**src/rtl/mem_port_arbiter.sv**
```systemverilog
// -----------------------------------------------------------------------------
// mem_port_arbiter
//
// Shares one single-port unified instruction/data memory between the fetch
// (IF) stage and the memory (MEM) stage. Only one transaction is in flight at a
// time. The data side wins arbitration by default because it belongs to the
// older instruction.
//
// Transaction sequence: IDLE -> ACCESS -> WAIT (MEM_LAT cycles) -> RESP -> IDLE.
// A request seen in IDLE at cycle 0 is acknowledged at cycle MEM_LAT+2.
//
// Optional feature (compile-time macro MEM_PORT_ARBITER_STARVE_GUARD_EN):
//   After MAX_WAIT consecutive data grants made while a fetch was pending, the
//   next arbitration goes to the fetch side even if data is also requesting.
//   With the macro undefined, data priority is strict and no starve counter
//   exists.
//
// Parameters:
//   AW        address width
//   DW        data width
//   MEM_LAT   memory read latency (mem_en cycle to valid mem_rdata), 1..15
//   MAX_WAIT  data grants tolerated while a fetch waits (guard only), 1..15
//
// Ports:
//   clk, reset           rising-edge clock, asynchronous active-high reset
//   if_req/if_addr       fetch request, held until if_ack
//   if_ack/if_rdata      fetch completion pulse and instruction word
//   d_req/d_we/d_addr/d_wdata  data request (load/JM read or store)
//   d_ack/d_rdata        data completion pulse and load data
//   mem_en/mem_we/mem_addr/mem_wdata  memory strobe, write enable, addr, data
//   mem_rdata            memory read data, valid MEM_LAT cycles after mem_en
//   busy                 high whenever the arbiter is not IDLE
//   owner                0 = fetch, 1 = data; current or most recent grant
// -----------------------------------------------------------------------------
module mem_port_arbiter #(
    parameter int AW       = 32,
    parameter int DW       = 32,
    parameter int MEM_LAT  = 2,
    parameter int MAX_WAIT = 2
) (
    input  logic          clk,
    input  logic          reset,
    input  logic          if_req,
    input  logic [AW-1:0] if_addr,
    output logic          if_ack,
    output logic [DW-1:0] if_rdata,
    input  logic          d_req,
    input  logic          d_we,
    input  logic [AW-1:0] d_addr,
    input  logic [DW-1:0] d_wdata,
    output logic          d_ack,
    output logic [DW-1:0] d_rdata,
    output logic          mem_en,
    output logic          mem_we,
    output logic [AW-1:0] mem_addr,
    output logic [DW-1:0] mem_wdata,
    input  logic [DW-1:0] mem_rdata,
    output logic          busy,
    output logic          owner
);

    // A configuration outside the supported ranges degrades to a single-cycle
    // wait rather than loading a counter value that could never expire cleanly.
    localparam bit CFG_OK_C = (MEM_LAT >= 1) && (MEM_LAT <= 15) &&
                              (MAX_WAIT >= 1) && (MAX_WAIT <= 15);
    localparam logic [3:0] LAT_C = CFG_OK_C ? 4'(MEM_LAT) : 4'd1;

    typedef enum logic [1:0] {
        IDLE   = 2'd0,
        ACCESS = 2'd1,
        WAIT   = 2'd2,
        RESP   = 2'd3
    } state_t;

    state_t      state_r;
    state_t      state_nxt_s;
    logic [3:0]  cnt_r;
    logic        is_write_r;
    logic        grant_data_s;
    logic        grant_fetch_s;
    logic        force_fetch_s;
    logic        last_wait_s;

`ifdef MEM_PORT_ARBITER_STARVE_GUARD_EN
    localparam logic [3:0] MAX_WAIT_C = 4'(MAX_WAIT);
    logic [3:0] starve_r;

    // Fetch overrides data once it has been passed over MAX_WAIT times in a row.
    assign force_fetch_s = if_req && (starve_r == MAX_WAIT_C);
`else
    assign force_fetch_s = 1'b0;
`endif

    // The final WAIT cycle is where read data is captured and the ack is armed.
    assign last_wait_s = (state_r == WAIT) && (cnt_r == 4'd1);

    // Next-state and arbitration decode.
    always_comb begin
        state_nxt_s   = state_r;
        grant_data_s  = 1'b0;
        grant_fetch_s = 1'b0;
        case (state_r)
            IDLE: begin
                if (d_req && !force_fetch_s) begin
                    grant_data_s = 1'b1;
                    state_nxt_s  = ACCESS;
                end else if (if_req) begin
                    grant_fetch_s = 1'b1;
                    state_nxt_s   = ACCESS;
                end else begin
                    state_nxt_s = IDLE;
                end
            end
            ACCESS: begin
                state_nxt_s = WAIT;
            end
            WAIT: begin
                if (cnt_r == 4'd1) begin
                    state_nxt_s = RESP;
                end else begin
                    state_nxt_s = WAIT;
                end
            end
            RESP: begin
                state_nxt_s = IDLE;
            end
            default: begin
                state_nxt_s = IDLE;
            end
        endcase
    end

    // State register and latency counter (loaded in ACCESS, counts down in WAIT).
    always_ff @(posedge clk or posedge reset) begin
        if (reset) begin
            state_r <= IDLE;
            cnt_r   <= 4'd0;
        end else begin
            state_r <= state_nxt_s;
            case (state_r)
                ACCESS:  cnt_r <= LAT_C;
                WAIT:    cnt_r <= cnt_r - 4'd1;
                default: cnt_r <= cnt_r;
            endcase
        end
    end

    // Memory-side outputs: strobe for the ACCESS cycle only, address/data held.
    always_ff @(posedge clk or posedge reset) begin
        if (reset) begin
            mem_en     <= 1'b0;
            mem_we     <= 1'b0;
            mem_addr   <= {AW{1'b0}};
            mem_wdata  <= {DW{1'b0}};
            owner      <= 1'b0;
            is_write_r <= 1'b0;
        end else begin
            mem_en <= grant_data_s | grant_fetch_s;
            mem_we <= grant_data_s & d_we;
            if (grant_data_s) begin
                mem_addr   <= d_addr;
                mem_wdata  <= d_wdata;
                owner      <= 1'b1;
                is_write_r <= d_we;
            end else if (grant_fetch_s) begin
                // A fetch carries no write data; mem_wdata keeps its last value.
                mem_addr   <= if_addr;
                owner      <= 1'b0;
                is_write_r <= 1'b0;
            end else begin
                mem_addr   <= mem_addr;
                owner      <= owner;
                is_write_r <= is_write_r;
            end
        end
    end

    // Requester-side responses: read-data capture, ack pulses and busy flag.
    always_ff @(posedge clk or posedge reset) begin
        if (reset) begin
            if_ack   <= 1'b0;
            d_ack    <= 1'b0;
            if_rdata <= {DW{1'b0}};
            d_rdata  <= {DW{1'b0}};
            busy     <= 1'b0;
        end else begin
            if_ack <= last_wait_s & ~owner;
            d_ack  <= last_wait_s & owner;
            busy   <= (state_nxt_s != IDLE);
            if (last_wait_s && !owner) begin
                if_rdata <= mem_rdata;
            end
            // Stores complete through the same path but leave d_rdata alone.
            if (last_wait_s && owner && !is_write_r) begin
                d_rdata <= mem_rdata;
            end
        end
    end

`ifdef MEM_PORT_ARBITER_STARVE_GUARD_EN
    // Starve counter: counts data grants that overtook a pending fetch.
    always_ff @(posedge clk or posedge reset) begin
        if (reset) begin
            starve_r <= 4'd0;
        end else if (grant_fetch_s) begin
            starve_r <= 4'd0;
        end else if (grant_data_s) begin
            if (if_req) begin
                starve_r <= starve_r + 4'd1;
            end else begin
                starve_r <= 4'd0;
            end
        end else begin
            starve_r <= starve_r;
        end
    end
`endif

endmodule

```
**config.mk**
```make
export PLATFORM = sky130hd
export DESIGN_NAME = mem_port_arbiter
export DESIGN_NICKNAME = d
export VERILOG_FILES = /design/src/rtl/mem_port_arbiter.sv
export SDC_FILE = /design/constraint.sdc
export NUM_CORES = 1
export LEC_CHECK = 0
export BUFFER_PORTS_ARGS = -buffer_cell sky130_fd_sc_hd__clkbuf_2
export CAP_MARGIN = 20
export CORE_MARGIN = 2
export CORE_UTILIZATION = 35
export DETAILED_ROUTE_END_ITERATION = 10
export SYNTH_ARGS = -nofsm -noshare
export SYNTH_HDL_FRONTEND = slang
export SYNTH_SLANG_ARGS = --single-unit
```
**constraint.sdc**
```tcl
create_clock -name clk -period 5.32 [get_ports clk]
set_input_delay 0.266 -clock clk [delete_from_list [all_inputs] [get_ports clk]]
set_output_delay 0.266 -clock clk [all_outputs]
set_load 0.02 [all_outputs]
```
# Yosys cells after proc, flatten, opt, wreduce, memory -nomap -nowiden
# Cells that the tools add are included.
# op_classes
addsub,1
n_eq_ne,4
n_mux,15
n_bitwise,5
n_reduce_logical,10
# op_table
op,count
$mux W32,2
$mux W1,11
$pmux W2 S4,1
$pmux W4 S2,1
$reduce_bool A2 Y1,3
$eq A2 B2 Y1 const B,2
$eq A4 B1 Y1 const B,1
$logic_and A1 B1 Y1,4
$sub A4 B1 Y4 const B,1
$and A1 B1 Y1,3
$eq A2 B1 Y1 const B,1
$logic_not A1 Y1,2
$logic_not A2 Y1,1
$not A1 Y1,1
$or A1 B1 Y1,1
# totals
ff_bits,141
inputBits,133
elab_cells,48

# Depth between registers and ports, before layout
# Gate-level depths: netlist (run 1).
# logic_depth
word_depth,5
ltp_mapped,7

# Least setup slack after synthesis (run 1)
# OpenSTA, ideal clock, no wires.
# synth_path
path_kind,flip-flop to flip-flop
startpoint,register state_r[0]
endpoint,register if_rdata[10]
setup_ps,125
t_arrival_ps,1503
required_time_ps,5195
setup_slack_ps,3692
path_stages_with_launch,7
synth_period_minus_slack_ps,1628
cell_sequence,dfrtp_1 -> inv_1 -> ha_1 -> nand4bb_1 -> nor2_2 -> buf_4 -> mux2_2
# synth_between
elab_chain_len,3
# synth_lines
item,line_no,text
start: declaration,75,state_t state_r;
start signal: assignment,139,state_r <= state_nxt_s;
$eq A2 B2 Y1,95,assign last_wait_s = (state_r == WAIT) && (cnt_r == 4'd1);
$logic_and A1 B1 Y1,95,
$logic_and A1 B1 Y1,190,if (last_wait_s && !owner) begin
end signal: assignment,183,if_rdata <= {DW{1'b0}};
end signal: assignment,191,if_rdata <= mem_rdata;
end: declaration,46,"output logic [DW-1:0] if_rdata,"
# No other way between the ends.
# A chain may end at the register's enable or synchronous reset.

# Worst setup path after layout (run 1)
# layout_path
startpoint,register state_r[0]
endpoint,register if_rdata[26]
# Same word-level chain as after synthesis.

==> results of run 1 <==
[power breakdown]
| group | internal [W] | switching, W |
|---|---|---|
| Combinational | 0.000824 | 0.00127 |
| Sequential | 0.00160 | 0.000279 |
| Clock | 0.000899 | 0.000442 |
[kinds of logic (layout without fill, tap and decap cells)]
kind of cell / after synthesis / count (layout) / synth area share, %
buf+inv: 27 / 304 / 2.73
flops: 141 / 141 / 63.0
fa+ha+maj: 5 / 5 / 1.12
simple gates: 49 / 49 / 4.25
mux: 129 / 129 / 25.2
compound gates: 39 / 39 / 3.69
[state kept, by name (all words and copies together), names as in the netlist, 2 cells and up]
name,cells
d_rdata,32
mem_addr,32
if_rdata,32
mem_wdata,32
state_r,2
cnt_r,4
[synth_stat cells]
master | number | share of area (%)
nand4bb_1 | 1 | 0.20
clkbuf_1 | 6 | 0.40
inv_1 | 7 | 0.47
clkbuf_8 | 3 | 0.74
o2bb2ai_1 | 1 | 0.16
nand3b_4 | 1 | 0.36
mux2i_1 | 33 | 5.9
a21o_1 | 1 | 0.13
nand3_1 | 1 | 0.089
nor2_2 | 1 | 0.11
nor2_1 | 1 | 0.067
buf_4 | 3 | 0.40
dfrtp_1 | 141 | 63
a31oi_1 | 1 | 0.11
nand2b_1 | 1 | 0.11
buf_2 | 8 | 0.72
and4bb_2 | 1 | 0.22
and3_1 | 1 | 0.11
or3_1 | 1 | 0.11
and2_2 | 1 | 0.13
o21ai_1 | 1 | 0.089
ha_1 | 5 | 1.1
o21ai_0 | 34 | 3.0
o311ai_0 | 1 | 0.16
or2_1 | 1 | 0.11
mux2_2 | 96 | 19
nand2_1 | 37 | 2.5
or2b_1 | 1 | 0.13
[per-layer routing]
layer / part of all wire, % / wire, um
met5: 0.094 / 13
met4: 0.93 / 129
met3: 9.9 / 1360
met2: 49 / 6710
met1: 41 / 5610
[critical path, stage by stage (launching register included)]
cell and delay [ns]:
dfrtp_1 0.36, inv_1 0.09, ha_1 0.23, nand4bb_1 0.21, nor2_4 0.79, mux2_2 0.42
[worst paths after layout]
kind                         startpoint             to  slack [ns]  cells after the start
max                          state_r[0]   if_rdata[26]        3.10                      5
min                               reset  mem_wdata[14]        0.01                      2
max reg2reg                  state_r[0]   if_rdata[26]        3.10                      5
min reg2reg                mem_addr[30]   mem_addr[30]        0.48                      2
max in group asynchronous         reset    d_rdata[26]        4.12                      3
min in group clk            d_wdata[21]  mem_wdata[21]        0.08                      2
[final cells by class]
| cell class | count | area share, % |
|---|---|---|
| multi-input combinational | 222 | 25.0 |
| clock inverter | 10 | 2.72 |
| timing repair buffer | 268 | 17.3 |
| tap | 216 | 3.47 |
| sequential | 141 | 45.3 |
| clock buffer | 19 | 5.82 |
| inverter | 7 | 0.402 |
[metrics by stage]
stage / utilization, % / power [W]
finish: 49.3 / 0.00532
CTS: 49.3 / 0.00540
detailed placement: 45.1 / 0.00404
global route: 49.3 / 0.00566
global placement: 45.1 / 0.00397
floorplan: - / 0.00323
[layout by cell type (no fill, tap or decap), types with 2 or more instances in the layout]
cell         n
clkbuf_8     2
dfrtp_1    141
o21ai_0     34
inv_1        6
clkbuf_16   17
bufinv_16    6
nand2_1     36
buf_4        2
inv_6        3
ha_1         5
mux2i_1     33
clkbuf_2   266
mux2_2      96
==> impl_metrics.tcl, run 1 <==
set metrics [dict create \
    yosys_warnings 0 \
    cts_buffers 17 \
    met1_usage_pct 18.9 \
    htreeDepth 4 \
    crit_required_ns 5.61 \
    slew_headroom_pct 34.5 \
    grt_overflow 0 \
    drv_cap 0 \
    initial_utilization_pct 35.5 \
    firstDrtPassIters 4 \
    grt_pass1_wl_mm 21.0 \
    grt_util_met3_pct 6.92 \
    drtIter0Drc 118 \
    hold_path.class "input port to asynchronous set/reset pin" \
    worstPathMaxFanout 33 \
    setup_viol 0 \
    dpl_cell_area_um2 7120 \
    ys_types 28 \
    clkTransAtPathRegs_ns 0.06 \
    drv_slew 0 \
    num_antenna_cells 0 \
    drcViolationCount 0 \
    dpl.hpwl_mm 10.3 \
    layout-drive-gt1-share_pct 60.0 \
    syn_area_um2 5600 \
    multi_input_area_um2 1940 \
    drtAntennaViolNets 0 \
    tns_ns 0 \
    fillCellCount 1470 \
    grt.total_usage_pct 16.3 \
    postCtsHoldBufs 0 \
    p_leak_nw 4.08 \
    die_height_um 130 \
    arrival_ns 2.52 \
    syn_avg_cell_area_um2 14.4 \
    core_um2 15800 \
    min_period_ns 2.22 \
    worstMarginPinSlew_ns 0.980 \
    clk_latency_ns 0.41 \
    cts_tree "done" \
    finalWorstSetupSlack_ns 3.10 \
    postSynthCellCount 390 \
    p_per_area_nw_per_um2 683 \
    ys_seq_area_share_pct 63.0 \
    routabilityCongestion 0.735 \
    finalHoldViolCount 0 \
    grt_use_met2_pct 27.1 \
    fin_crit_sh_pct 41.8 \
    dp.cells 854 \
    routed_wl_mm 13.8 \
    crit_type "register to register" \
    clockBufferDepth 2 \
    grt_pass1_vias 4116 \
    post_cts_resize_count 0 \
    cts_root_buffer "clkbuf_16" \
    portBuffers 266 \
    crit_path_end_kind "register" \
    die_w_um 130 \
    rsz0062_at_grt "no" \
    vias 3998 \
    hold_ws_ns 0.0110 \
    rows 46 \
    clock_skew_ns 0.00724 \
    antenna_found_initial 1 \
    vias_per_cell 4.53 \
    io_pins 267 \
    cts_setup_buffers 0 \
    grt_max_degree 91 \
    pre_cts_ws_ns 3.07 \
    ir_worst_vdd_mv 0.300 \
    outcome "complete, no violations" \
    fp.dieArea_um2 17000 \
    fmax_ghz 0.450 \
    nets 795 \
    wl_per_cell_um 15.7 \
    ys_seq_elements 141 \
    postLayoutCellArea_um2 7780 \
    synth_fp_nets 528 \
    cp-start-kind "register" \
    fin_cells 883 \
    cts.sinks 141 \
    areaGrowthSynthToFinish_pct 39.0 \
    grt_busiest_layer "met2" \
    seqCellArea_um2 3530 \
]
(Power assumes the default switching activity.)
==> run 2, diff against run 1 <==
==> constraint.sdc (replaced) <==
create_clock -name clk -period 2.1 [get_ports clk]
set_input_delay 0.105 -clock clk [delete_from_list [all_inputs] [get_ports clk]]
set_output_delay 0.105 -clock clk [all_outputs]
set_load 0.02 [all_outputs]
==> run 2 against run 1 <==
Routed wire length rose by 15%. Non-clock buffer count rose by 120. Via count rose by 15%. Die area did not move. Clock skew rose by 0.0035 ns. Worst hold slack improved by 0.0043 ns. Flip-flop and latch count did not move. Sequential power rose to 2.5 times the previous value. Maximum frequency rose by 11%. Largest cell class unchanged. Final area rose by 16%. Clock power rose by 140%. Global-route usage rose by 2.3 points.
==> impl_metrics.tcl, run 2 (synthesized netlist as in run 1, its figures left out) <==
set metrics [dict create \
    outcome "complete, no violations" \
    firstDrtPassIters 4 \
    p_per_area_nw_per_um2 1530 \
    crit_required_ns 2.41 \
    hold_path.class "input port to register" \
    ir_worst_vdd_mv 0.664 \
    io_pins 267 \
    layout-drive-gt1-share_pct 51.6 \
    grt.total_usage_pct 18.6 \
    finalHoldViolCount 0 \
    grt_max_degree 142 \
    crit_type "register to register" \
    clock_skew_ns 0.0107 \
    critical_path.slowest_cell "dlygate4sd3_1" \
    crit_buf_inv 2 \
    grt_overflow 0 \
    fin_cells 1005 \
    worstMarginPinSlew_ns 0.740 \
    htreeDepth 4 \
    slew_headroom_pct 50.7 \
    clk_latency_ns 0.42 \
    clkTransAtPathRegs_ns 0.06 \
    min_period_ns 2.00 \
    p_leak_nw 4.58 \
    fin_crit_sh_pct 95.0 \
    fillCellCount 1279 \
    hold_ws_ns 0.0154 \
    finalWorstSetupSlack_ns 0.104 \
    cp_top_family "buffers and inverters" \
    antenna_found_initial 0 \
    fmax_ghz 0.501 \
    fp.dieArea_um2 17000 \
    vias_per_cell 4.56 \
    rows 46 \
    vias 4584 \
    drtIter0Drc 121 \
    grt_pass1_vias 4857 \
    initial_utilization_pct 35.5 \
    routed_wl_mm 15.8 \
    nets 915 \
    dpl.hpwl_mm 10.4 \
    mostFrequentLayoutCell "clkbuf_2" \
    die_w_um 130 \
    drcViolationCount 0 \
    crit_path_end_kind "register" \
    cts.sinks 141 \
    drv_cap 0 \
    final_cell_mix "266 x clkbuf_2, 141 x dfrtp_1, 114 x dlygate4sd3_1" \
    routabilityCongestion 0.736 \
    wl_per_cell_um 15.8 \
    grt_pass1_wl_mm 24.3 \
    drv_slew 0 \
    cts_root_buffer "clkbuf_16" \
    drtAntennaViolNets 0 \
    tns_ns 0 \
    rsz0062_at_grt "no" \
    portBuffers 266 \
    setup_viol 0 \
    core_um2 15800 \
    num_antenna_cells 0 \
    cts_tree "done" \
    clockBufferDepth 2 \
    worstPathMaxFanout 21 \
    die_height_um 130 \
    pre_cts_ws_ns 0.165 \
    arrival_ns 2.31 \
    cts_buffers 17 \
    dp.cells 860 \
    cp-start-kind "register" \
    areaGrowthSynthToFinish_pct 60.9 \
    max_stage_delay_ns 0.57 \
    cts_setup_buffers 0 \
    crit_chain "inv_1 -> ha_2 -> nand2_8 -> mux2i_1 -> dlygate4sd3_1 -> o21ai_1" \
]
-- run 2: cell types whose count changed in the layout (fill, tap and decap cells not counted), moves of 2 or more --
cell and delta:
buf_12 +4, buf_4 +2, clkbuf_1 +2, dlygate4sd3_1 +114
inv_6 -2
-- run 2: repair_timing --
action,CTS,global route
endpoints found under the setup margin,0,6
hold endpoints to repair,263,0
hold buffers,114,0
resized for setup,0,3
-- run 2: worst min-delay path, cell delays in order --
cell and delay, ns:
clkbuf_2 0.07, mux2i_1 0.06, o21ai_0 0.15
-- run 2: worst paths after layout --
check | startpoint | end | slack [ns] | cells after the start
setup / recovery | state_r[0] | mem_addr[16] | 0.10 | 6
hold / removal | d_addr[0] | mem_addr[0] | 0.02 | 3
setup reg to reg | state_r[0] | mem_addr[16] | 0.10 | 6
hold reg to reg | mem_addr[28] | mem_addr[28] | 0.48 | 2
max in group asynchronous | reset | mem_we | 1.11 | 4
min in group asynchronous | reset | if_rdata[19] | 0.45 | 4
-- run 2: final cells by class --
| cell class | count | area, um^2 | share of cell area (%) |
|---|---|---|---|
| multi-input cells | 222 | 1950 | 21.7 |
| inverters | 7 | 30.0 | 0.333 |
| flip-flops and latches | 141 | 3530 | 39.2 |
| well taps | 216 | 270 | 3.00 |
| clock inverters | 10 | 186 | 2.07 |
| repair buffers | 388 | 2580 | 28.7 |
| clock buffers | 21 | 460 | 5.11 |
-- run 2: per-layer routing --
| layer | vias to the layer above | wire length, um | GRT usage (%) |
|---|---|---|---|
| li1 | 2137 | - | - |
| met4 | 0 | 480 | 8.57 |
| met2 | 225 | 7830 | 32.1 |
| met1 | 2185 | 6170 | 21.0 |
| met3 | 37 | 1370 | 6.15 |
| met5 | - | 0 | 0 |
-- run 2: power by group --
| group | leakage [nW] | switching, W | total (W) | internal, W |
|---|---|---|---|---|
| clock | 0.317 | 0.00112 | 0.00328 | 0.00217 |
| combinational | 2.58 | 0.00336 | 0.00569 | 0.00233 |
| sequential | 1.68 | 0.000721 | 0.00478 | 0.00406 |
| total | 4.58 | 0.00520 | 0.0138 | 0.00856 |
-- run 2: per-stage QoR --
| stage | total power (W) | cell area (um^2) | utilization [%] |
|---|---|---|---|
| floorplan | 0.00819 | 5600 | - |
| global placement | 0.0101 | 7210 | 45.7 |
| detailed placement | 0.0103 | 7210 | 45.7 |
| CTS | 0.0138 | 9000 | 57.1 |
| global route | 0.0146 | 9010 | 57.1 |
| finish | 0.0138 | 9010 | 57.1 |
==> run 3, diff against run 2 <==
--- a/config.mk
+++ b/config.mk
@@ -7,6 +7,7 @@
 export LEC_CHECK = 0
 export BUFFER_PORTS_ARGS = -buffer_cell sky130_fd_sc_hd__clkbuf_2
 export CAP_MARGIN = 20
+export CORE_ASPECT_RATIO = 0.6
 export CORE_MARGIN = 2
 export CORE_UTILIZATION = 35
 export DETAILED_ROUTE_END_ITERATION = 10
==> run 3 against run 2 <==
The flow now finishes with violations (design-rule violations). Non-clock buffer count down 23. Routed wire length down 8.3%. Final area down 3.2%. Clock skew up 0.0017 ns. Via count down 4.4%. Highest routed layer unchanged.
==> impl_metrics.tcl, run 3 (synthesized netlist as in run 1, its figures left out) <==
set metrics [dict create \
    initial_utilization_pct 36.1 \
    grt_overflow 0 \
    clockPowerShare_pct 22.5 \
    vias_per_cell 4.52 \
    outcome "finished, violations left" \
    grt_pass1_wl_mm 23.9 \
    fin_cells 970 \
    tns_ns 0 \
    crit_path_end_kind "register" \
    p_leak_nw 4.46 \
    grt.total_usage_pct 17.7 \
    p_seq_share_pct 35.9 \
    routabilityCongestion 0.743 \
    internal-power_w 0.00809 \
    core_um2 15500 \
    ir_worst_vdd_mv 0.732 \
    rows 35 \
    cp-start-kind "register" \
    rsz0062_at_grt "no" \
    drtAntennaViolNets 0 \
    finalHoldViolCount 0 \
    fillCellCount 1302 \
    io_pins 267 \
    antenna_found_initial 0 \
    cts_root_buffer "clkbuf_16" \
    firstDrtPassIters 7 \
    slew_headroom_pct 70.1 \
    cts_buffers 17 \
    drcViolationCount 13 \
    num_antenna_cells 0 \
    p_per_area_nw_per_um2 1530 \
    pre_cts_ws_ns 0.327 \
    seqCellArea_um2 3530 \
    vias 4382 \
    nets 892 \
    cp_top_family "flip-flops" \
    crit_buf_inv 2 \
    cts_tree "done" \
    finalWorstSetupSlack_ns 0.326 \
    dpl.hpwl_mm 9.96 \
    setup_viol 0 \
    grt_max_degree 83 \
    drtIter0Drc 159 \
    fmax_ghz 0.564 \
    power.switching_w 0.00522 \
    swShare_pct 39.2 \
    fin_util_pct 56.2 \
    crit_required_ns 2.38 \
    clock_skew_ns 0.0125 \
    arrival_ns 2.06 \
    crit_type "register to register" \
    mostFrequentLayoutCell "clkbuf_2" \
    clk_latency_ns 0.41 \
    cts.sinks 141 \
    die_w_um 167 \
    drv_cap 0 \
    clkTransAtPathRegs_ns 0.06 \
    power_frac_comb_pct 41.6 \
    layout-drive-gt1-share_pct 53.1 \
    critical_path.slowest_cell "dfrtp_1" \
    portBuffers 266 \
    fp.dieArea_um2 17100 \
    cts_setup_buffers 0 \
    dp.cells 847 \
    wl_per_cell_um 15.0 \
    max_stage_delay_ns 0.36 \
    areaGrowthSynthToFinish_pct 55.7 \
    hold_path.class "input port to register" \
    die_height_um 102 \
    crit_chain "inv_1 -> ha_1 -> nand4bb_1 -> nor2_4 -> buf_12 -> mux2_2" \
    clockBufferDepth 2 \
    violations "design-rule violations" \
    min_period_ns 1.77 \
    fin_crit_sh_pct 84.5 \
    worstPathMaxFanout 33 \
    finalPower_w 0.0133 \
    worstMarginPinSlew_ns 0.448 \
    htreeDepth 4 \
    final_cell_mix "266 x clkbuf_2, 141 x dfrtp_1, 96 x mux2_2" \
    grt_pass1_vias 4805 \
    multi_input_area_um2 1940 \
    routed_wl_mm 14.5 \
    drv_slew 0 \
]
[run 3: changes by cell type in the layout (fill, tap and decap cells not counted), sizes merged]
cell	previous run	this run
dlygate4sd3	114	91
inv	7	12
clkinvlp	1	5
bufinv	5	2
clkinv	4	1
clkbuf	287	285
[run 3: worst paths after layout]
path	slack (ns)	end	cells after the start	from
hold reg to reg	0.48	mem_addr[12]	2	mem_addr[12]
setup / recovery	0.33	if_rdata[14]	6	state_r[0]
max in group asynchronous	1.33	mem_wdata[6]	4	reset
min in group asynchronous	0.36	d_rdata[21]	4	reset
setup reg to reg	0.33	if_rdata[14]	6	state_r[0]
hold / removal	0.008	mem_addr[17]	3	d_addr[17]
[run 3: worst register-to-register path, stage by stage, from the launching register on]
cell and delay (ns):
dfrtp_1 0.36, inv_1 0.09, ha_1 0.25, nand4bb_1 0.21
nor2_4 0.15, buf_12 0.22, mux2_2 0.38
[run 3: routing by layer]
metal	vias to the layer above	share of wire, %	GRT usage, %
li1	2086	-	-
met1	2126	43	21.2
met2	151	48	30.7
met3	19	7.5	6.16
met4	0	1.4	5.28
met5	-	0	0
[run 3: area by class of cell]
type	count	share of cell area (%)
Inverter	7	0.344
Clock buffer	19	4.97
Clock inverter	13	1.77
Multi-Input combinational cell	222	22.3
Tap cell	203	2.91
Sequential cell	141	40.5
Timing Repair Buffer	365	27.3
[run 3: through the flow]
stage	area (um^2)	hold slack, ns
CTS	8720	0.000291
detailed placement	7220	0.241
finish	8720	0.00803
global route	8720	0.00536
global placement	7220	0.232
floorplan	5600	0.255
[run 3: what timing repair did]
action / in CTS / in global routing
gates resized for setup: 0 / 0
endpoints found under the hold margin: 251 / 0
hold buffers: 91 / 0
[run 3: power by group through the flow]
stage	combinational, W	sequential, W	clock (W)
floorplan	0.00186	0.00633	0
global placement	0.00535	0.00476	0
detailed placement	0.00546	0.00481	0
CTS	0.00559	0.00478	0.00308
global route	0.00597	0.00497	0.00322
finish	0.00553	0.00478	0.00299
